[src/rtl/ps2_kbd_ctrl.sv]
// ps2_kbd_ctrl: drains the ps2_keyboard FIFO and turns raw scan-code bytes into key events.
// Folds E0 (extended) and F0 (break) prefixes into a single event, flags typematic repeats,
// counts distinct presses and keeps a sticky FIFO overflow flag.
//
// Ports:
//   clk, clrn            system clock, synchronous active-low reset
//   kbd_data/ready       FIFO head byte and non-empty flag
//   kbd_overflow         FIFO overflow indication
//   kbd_nextdata_n       active-low FIFO pop (registered, low for one cycle per byte)
//   evt_valid/ready      event handshake; evt_code/ext/break/repeat hold while stalled
//   key_down, held_code  currently held key
//   press_cnt            count of non-repeat presses (wraps)
//   err_clr, err_overflow sticky overflow flag and its clear
module ps2_kbd_ctrl (
   input  logic       clk,
   input  logic       clrn,
   input  logic [7:0] kbd_data,
   input  logic       kbd_ready,
   input  logic       kbd_overflow,
   output logic       kbd_nextdata_n,
   output logic       evt_valid,
   input  logic       evt_ready,
   output logic [7:0] evt_code,
   output logic       evt_ext,
   output logic       evt_break,
   output logic       evt_repeat,
   output logic       key_down,
   output logic [7:0] held_code,
   output logic [7:0] press_cnt,
   input  logic       err_clr,
   output logic       err_overflow
);

   typedef enum logic [1:0] {StIdle, StAck, StDecode, StEmit} state_e;

   state_e     state_q, state_d;
   logic [7:0] byte_q, byte_d;
   logic       brk_q, brk_d;
   logic       ext_q, ext_d;
   logic       nextdata_n_q, nextdata_n_d;
   logic       evt_valid_q, evt_valid_d;
   logic [7:0] evt_code_q, evt_code_d;
   logic       evt_ext_q, evt_ext_d;
   logic       evt_break_q, evt_break_d;
   logic       evt_repeat_q, evt_repeat_d;
   logic       key_down_q, key_down_d;
   logic [7:0] held_code_q, held_code_d;
   logic       held_ext_q, held_ext_d;
   logic [7:0] press_cnt_q, press_cnt_d;
   logic       err_q, err_d;

   always_comb begin
      state_d      = state_q;
      byte_d       = byte_q;
      brk_d        = brk_q;
      ext_d        = ext_q;
      evt_code_d   = evt_code_q;
      evt_ext_d    = evt_ext_q;
      evt_break_d  = evt_break_q;
      evt_repeat_d = evt_repeat_q;
      key_down_d   = key_down_q;
      held_code_d  = held_code_q;
      held_ext_d   = held_ext_q;
      press_cnt_d  = press_cnt_q;

      case (state_q)
         StIdle: begin
            if (kbd_ready) begin
               byte_d  = kbd_data;
               state_d = StAck;
            end
         end
         StAck: state_d = StDecode;
         StDecode: begin
            state_d = StIdle;
            case (byte_q)
               8'hF0: brk_d = 1'b1;
               8'hE0: ext_d = 1'b1;
               8'h00, 8'hFF: begin
                  // Keyboard error codes: drop and forget any pending prefix.
                  brk_d = 1'b0;
                  ext_d = 1'b0;
               end
               default: begin
                  evt_code_d   = byte_q;
                  evt_ext_d    = ext_q;
                  evt_break_d  = brk_q;
                  evt_repeat_d = !brk_q && key_down_q && (held_code_q == byte_q)
                                 && (held_ext_q == ext_q);
                  state_d      = StEmit;
               end
            endcase
         end
         StEmit: begin
            if (evt_ready) begin
               brk_d   = 1'b0;
               ext_d   = 1'b0;
               state_d = StIdle;
               if (!evt_break_q) begin
                  if (!evt_repeat_q) begin
                     held_code_d = evt_code_q;
                     held_ext_d  = evt_ext_q;
                     key_down_d  = 1'b1;
                     press_cnt_d = press_cnt_q + 8'd1;
                  end
               end else if ((held_code_q == evt_code_q) && (held_ext_q == evt_ext_q)) begin
                  key_down_d = 1'b0;
               end
            end
         end
         default: state_d = StIdle;
      endcase

      // Outputs are registered off the next state so they line up with the state itself.
      nextdata_n_d = (state_d != StAck);
      evt_valid_d  = (state_d == StEmit);

      // Set dominates clear.
      if (kbd_overflow) begin
         err_d = 1'b1;
      end else if (err_clr) begin
         err_d = 1'b0;
      end else begin
         err_d = err_q;
      end
   end

   always_ff @(posedge clk) begin
      if (!clrn) begin
         state_q      <= StIdle;
         byte_q       <= 8'h00;
         brk_q        <= 1'b0;
         ext_q        <= 1'b0;
         nextdata_n_q <= 1'b1;
         evt_valid_q  <= 1'b0;
         evt_code_q   <= 8'h00;
         evt_ext_q    <= 1'b0;
         evt_break_q  <= 1'b0;
         evt_repeat_q <= 1'b0;
         key_down_q   <= 1'b0;
         held_code_q  <= 8'h00;
         held_ext_q   <= 1'b0;
         press_cnt_q  <= 8'h00;
         err_q        <= 1'b0;
      end else begin
         state_q      <= state_d;
         byte_q       <= byte_d;
         brk_q        <= brk_d;
         ext_q        <= ext_d;
         nextdata_n_q <= nextdata_n_d;
         evt_valid_q  <= evt_valid_d;
         evt_code_q   <= evt_code_d;
         evt_ext_q    <= evt_ext_d;
         evt_break_q  <= evt_break_d;
         evt_repeat_q <= evt_repeat_d;
         key_down_q   <= key_down_d;
         held_code_q  <= held_code_d;
         held_ext_q   <= held_ext_d;
         press_cnt_q  <= press_cnt_d;
         err_q        <= err_d;
      end
   end

   assign kbd_nextdata_n = nextdata_n_q;
   assign evt_valid      = evt_valid_q;
   assign evt_code       = evt_code_q;
   assign evt_ext        = evt_ext_q;
   assign evt_break      = evt_break_q;
   assign evt_repeat     = evt_repeat_q;
   assign key_down       = key_down_q;
   assign held_code      = held_code_q;
   assign press_cnt      = press_cnt_q;
   assign err_overflow   = err_q;

endmodule
[config.mk]
export PLATFORM = sky130hd
export DESIGN_NAME = ps2_kbd_ctrl
export DESIGN_NICKNAME = d
export VERILOG_FILES = /design/src/rtl/ps2_kbd_ctrl.sv
export SDC_FILE = /design/constraint.sdc
export NUM_CORES = 1
export LEC_CHECK = 0
export ABC_CLOCK_PERIOD_IN_PS = 1650
export CORE_MARGIN = 4
export CORE_UTILIZATION = 25
export CTS_CLUSTER_DIAMETER = 60
export DETAILED_ROUTE_END_ITERATION = 8
export GPL_ROUTABILITY_DRIVEN = 1
export MAX_ROUTING_LAYER = met4
export SYNTH_ARGS = -nofsm -noshare
export SYNTH_HDL_FRONTEND = slang
export SYNTH_SLANG_ARGS = --single-unit
[constraint.sdc]
create_clock -name clk -period 1.65 [get_ports clk]
set_input_delay 0.2475 -clock clk [delete_from_list [all_inputs] [get_ports clk]]
set_output_delay 0.2475 -clock clk [all_outputs]
set_load 0.01 [all_outputs]
==> key figures <==
Yosys
  • Cell types with the highest counts after synthesis: sky130_fd_sc_hd__nand2_1, sky130_fd_sc_hd__dfxtp_1, sky130_fd_sc_hd__mux2i_1
  • Summed instance area of the synthesized netlist: 2039 um^2
  • Number of enable flip-flop cells after synthesis: 0
  • Synthesized netlist net count: 247
  • Most used flip-flop cell after synthesis: sky130_fd_sc_hd__dfxtp_1
  • Cell taking the most area after synthesis: sky130_fd_sc_hd__dfxtp_1
  • Most used standard cell by instance count after synthesis: sky130_fd_sc_hd__nand2_1
  • Main area contributors after synthesis: sky130_fd_sc_hd__dfxtp_1, sky130_fd_sc_hd__mux2i_1, sky130_fd_sc_hd__nand2_1
  • Proportion of register bits with asynchronous set or reset after synthesis: 0%
  • Area fraction in compound gates after synthesis: 9.755%
  • Fraction of the yosys area taken by sequential cells: 43.19%
  • Xor and xnor fraction of the mapped netlist area: 9.877%
  • Syn_area_per_cell: 8.791 um^2
  • Gate Count Post-Synth: 232
  • Syn. warnings: 0
  • Netlist cell types: 46
  • Share of the synthesized area in the top cell type: 43.19%
  • Post-synthesis mux area share: 9.816%
  • Area fraction in and, or, nand and nor cells after synthesis: 22.21%
  • Combinational family with the most area after synthesis: simple AND/OR/NAND/NOR gates
  • Post-synthesis register bit count: 44
  • Adder and majority cell fraction of the synthesized area: 0.6135%

Die
  • Floorplan row count: 32
  • Placeable core region: 7848 um^2
  • Area of the die: 9667 um^2
  • Width of the chip: 98.32 um
  • Starting Density: 25.99%
  • Die Span Y: 98.32 um
  • IO Pins: 45

Pwr
  • Part of the power in registers: 46.8%
  • Comb power frac: 20.6%
  • Static leakage: 1.058 nW
  • Switch share: 26.18%
  • Switching power total: 648.4 uW
  • Worst supply voltage drop on vdd: 304.5 uV
  • Part of the total power dissipated in the clock network: 32.6%
  • Power Total: 2.476 mW
  • Power Density: 873.4 nW/um^2
  • Internal power: 1.828 mW

Global routing
  • GRT Residual Overflow: 0
  • Vias in the first global route: 1823
  • Maximum number of pins on one net before global-route repair: 28
  • Number of antenna violations at the first check in global routing: 0
  • GRT Resource Usage Total: 11.48%
  • Global-route wire length before repair: 8714 um

Clock tree
  • CTS H-tree lvls: 2
  • CTS buffer count: 5
  • Number of buffers between clock root and the deepest sink: 2
  • Clock-pin slew on the worst setup and hold paths: 0.08 ns
  • Postcts setup bufs: 0
  • Cell at the root of the clock tree: sky130_fd_sc_hd__clkbuf_8
  • TritonCTS Sinks: 44
  • Clock latency reported for the late side of the worst-skew pair: 0.29 ns
  • TritonCTS clock tree: built

STA
  • Setup repair after global routing missed its margin: true
  • Worst clock skew: 0.002690 ns
  • Aggregate negative setup slack: 0 ns
  • Pins Over Slew Limit: 0
  • # setup viols final: 0
  • Period utilisation layout: 99.68%
  • Worst setup margin: 0.005289 ns
  • Headroom to the max-slew limit: 78.72%
  • Max Fclk: 608.0 MHz
  • Final hold vios: 0
  • Worst Tran Pin Value: 0.3163 ns
  • Tmin final: 1.645 ns

Outcome
  • Run status: complete, no violations

Route
  • Antenna Nets Post-Route: 0
  • Mean routed wirelength per cell: 13.17 um
  • Drt first pass iters: 4
  • Residual DRC count: 0
  • Via count of the routed design: 1790
  • DRT Wirelength: 5214 um
  • Drt via density: 4.520
  • First-iteration detailed-routing DRC count: 96

Setup path
  • Kind of cell adding the most delay to the critical path: simple AND/OR/NAND/NOR gates
  • CP Capture Type: flip-flop
  • Startpoint class of the critical path: flip-flop
  • Ordered cell list for the critical path: or4_4 -> a21oi_4 -> buf_6 -> o311a_2 -> mux2i_1
  • Buffers & Inverters on Critical Path: 1
  • CP max FO: 4
  • Total number of cells along the worst setup path: 5
  • R2r worst-path depth: 5
  • Worst EP arrival: 1.87 ns
  • Category of the most critical setup path: reg2reg
  • Largest incremental delay on the critical path: 0.58 ns
  • Required @ worst endpoint: 1.87 ns
  • Slowest cell on the critical path: sky130_fd_sc_hd__or4_4

Placement
  • I/O Buffers: 44
  • Detailed-placement wirelength estimate: 3955 um
  • Placement Cell Area: 2724 um^2
  • Worst slack at placement: -0.06107 ns
  • Routability cong.: 0.7805

Hold path
  • Tightest Hold Check Type: reg2reg
  • Worst hold stages: 2

Layout
  • Area delta synth->final: 39.02%
  • Share of the core filled with cells: 36.13%
  • Final-stage net count: 308
  • Post-route design area: 2835 um^2
  • Number of antenna cells inserted: 0
  • Share of cells above drive strength 1: 12.24%

Run
  • Max capacitance violation total: 0
==> logic make-up (layout without fill, tap and decap cells) <==
| group | Yosys count | count (layout) |
|---|---|---|
| XOR/XNOR | 23 | 23 |
| AND/OR/NAND/NOR | 99 | 99 |
| flip-flops | 44 | 44 |
| multiplexers | 20 | 20 |
| adder cells (fa/ha/maj) | 1 | 1 |
| buffers and inverters | 16 | 78 |
| AO/OA/AOI/OAI | 29 | 29 |
==> area by class of cell <==
class	instances	area, um^2
fill	833	5012
multi-input combinational	172	1066
sequential	44	880.8
timing repair buffer	67	641.9
tap	102	127.6
clock buffer	6	72.57
clock inverter	2	35.03
inverter	3	11.26
==> layer usage <==
metal / track usage [%] / up-vias / routed length [um]
li1: - / 911 / -
met1: 15.04 / 834 / 2586
met2: 17.73 / 37 / 2353
met3: 2.500 / 8 / 207
met4: 3.466 / 0 / 68
met5: - / - / 0
==> cell usage in the layout, fill, tap and decap left out, drive strengths merged, types with 2 or more instances in the layout <==
cell type       n
a21oi          15
and2            3
buf            23
clkbuf          6
clkdlybuf4s50  44
dfxtp          44
inv             3
mux2i          20
nand2          50
nand3           5
nand4           7
nor2           19
nor2b           2
nor3            3
nor4            2
o21ai           3
o31ai           2
or4             3
xnor2          10
xor2           13
==> repair_timing <==
action                     4_1_cts  5_1_grt
hold buffers                     0        0
setup endpoints to repair        1        3
pin swaps                        0        1
gates resized for setup          1        0
==> power groups by stage <==
stage	logic [mW]	registers [mW]	clock network (mW)
global placement	0.505	1.18	0
CTS	0.513	1.16	0.835
finish	0.510	1.16	0.808
detailed placement	0.511	1.18	0
floorplan	0.311	1.18	0
global route	0.558	1.17	0.881
==> worst paths after layout <==
kind	to	slack, ns	startpoint
setup reg to reg	brk_q	0.005	byte_q[2]
setup / recovery	brk_q	0.005	byte_q[2]
hold reg to reg	evt_repeat	0.48	evt_repeat
hold / removal	evt_repeat	0.48	evt_repeat
==> state kept, by name (all words and copies together), names as in the netlist <==
signal,count
byte_q,8
evt_code,8
held_code,8
press_cnt,8
state_q,2
brk_q,1
err_overflow,1
evt_break,1
evt_ext,1
evt_repeat,1
evt_valid,1
ext_q,1
held_ext_q,1
kbd_nextdata_n,1
key_down,1
==> worst register-to-register path, cell delays in order, from the launching register on <==
cell and delay, ns:
sky130_fd_sc_hd__dfxtp_1 0.31, sky130_fd_sc_hd__or4_4 0.58, sky130_fd_sc_hd__a21oi_4 0.18, sky130_fd_sc_hd__buf_6 0.12
sky130_fd_sc_hd__o311a_2 0.19, sky130_fd_sc_hd__mux2i_1 0.19
==> per-stage QoR <==
step | hold slack [ns] | std cells
floorplan | 0.3649 | 232
global placement | 0.4604 | 388
detailed placement | 0.4745 | 388
CTS | 0.4869 | 396
global route | 0.5180 | 396
finish | 0.4822 | 396
Note: power is estimated with default switching activity, not from simulation.
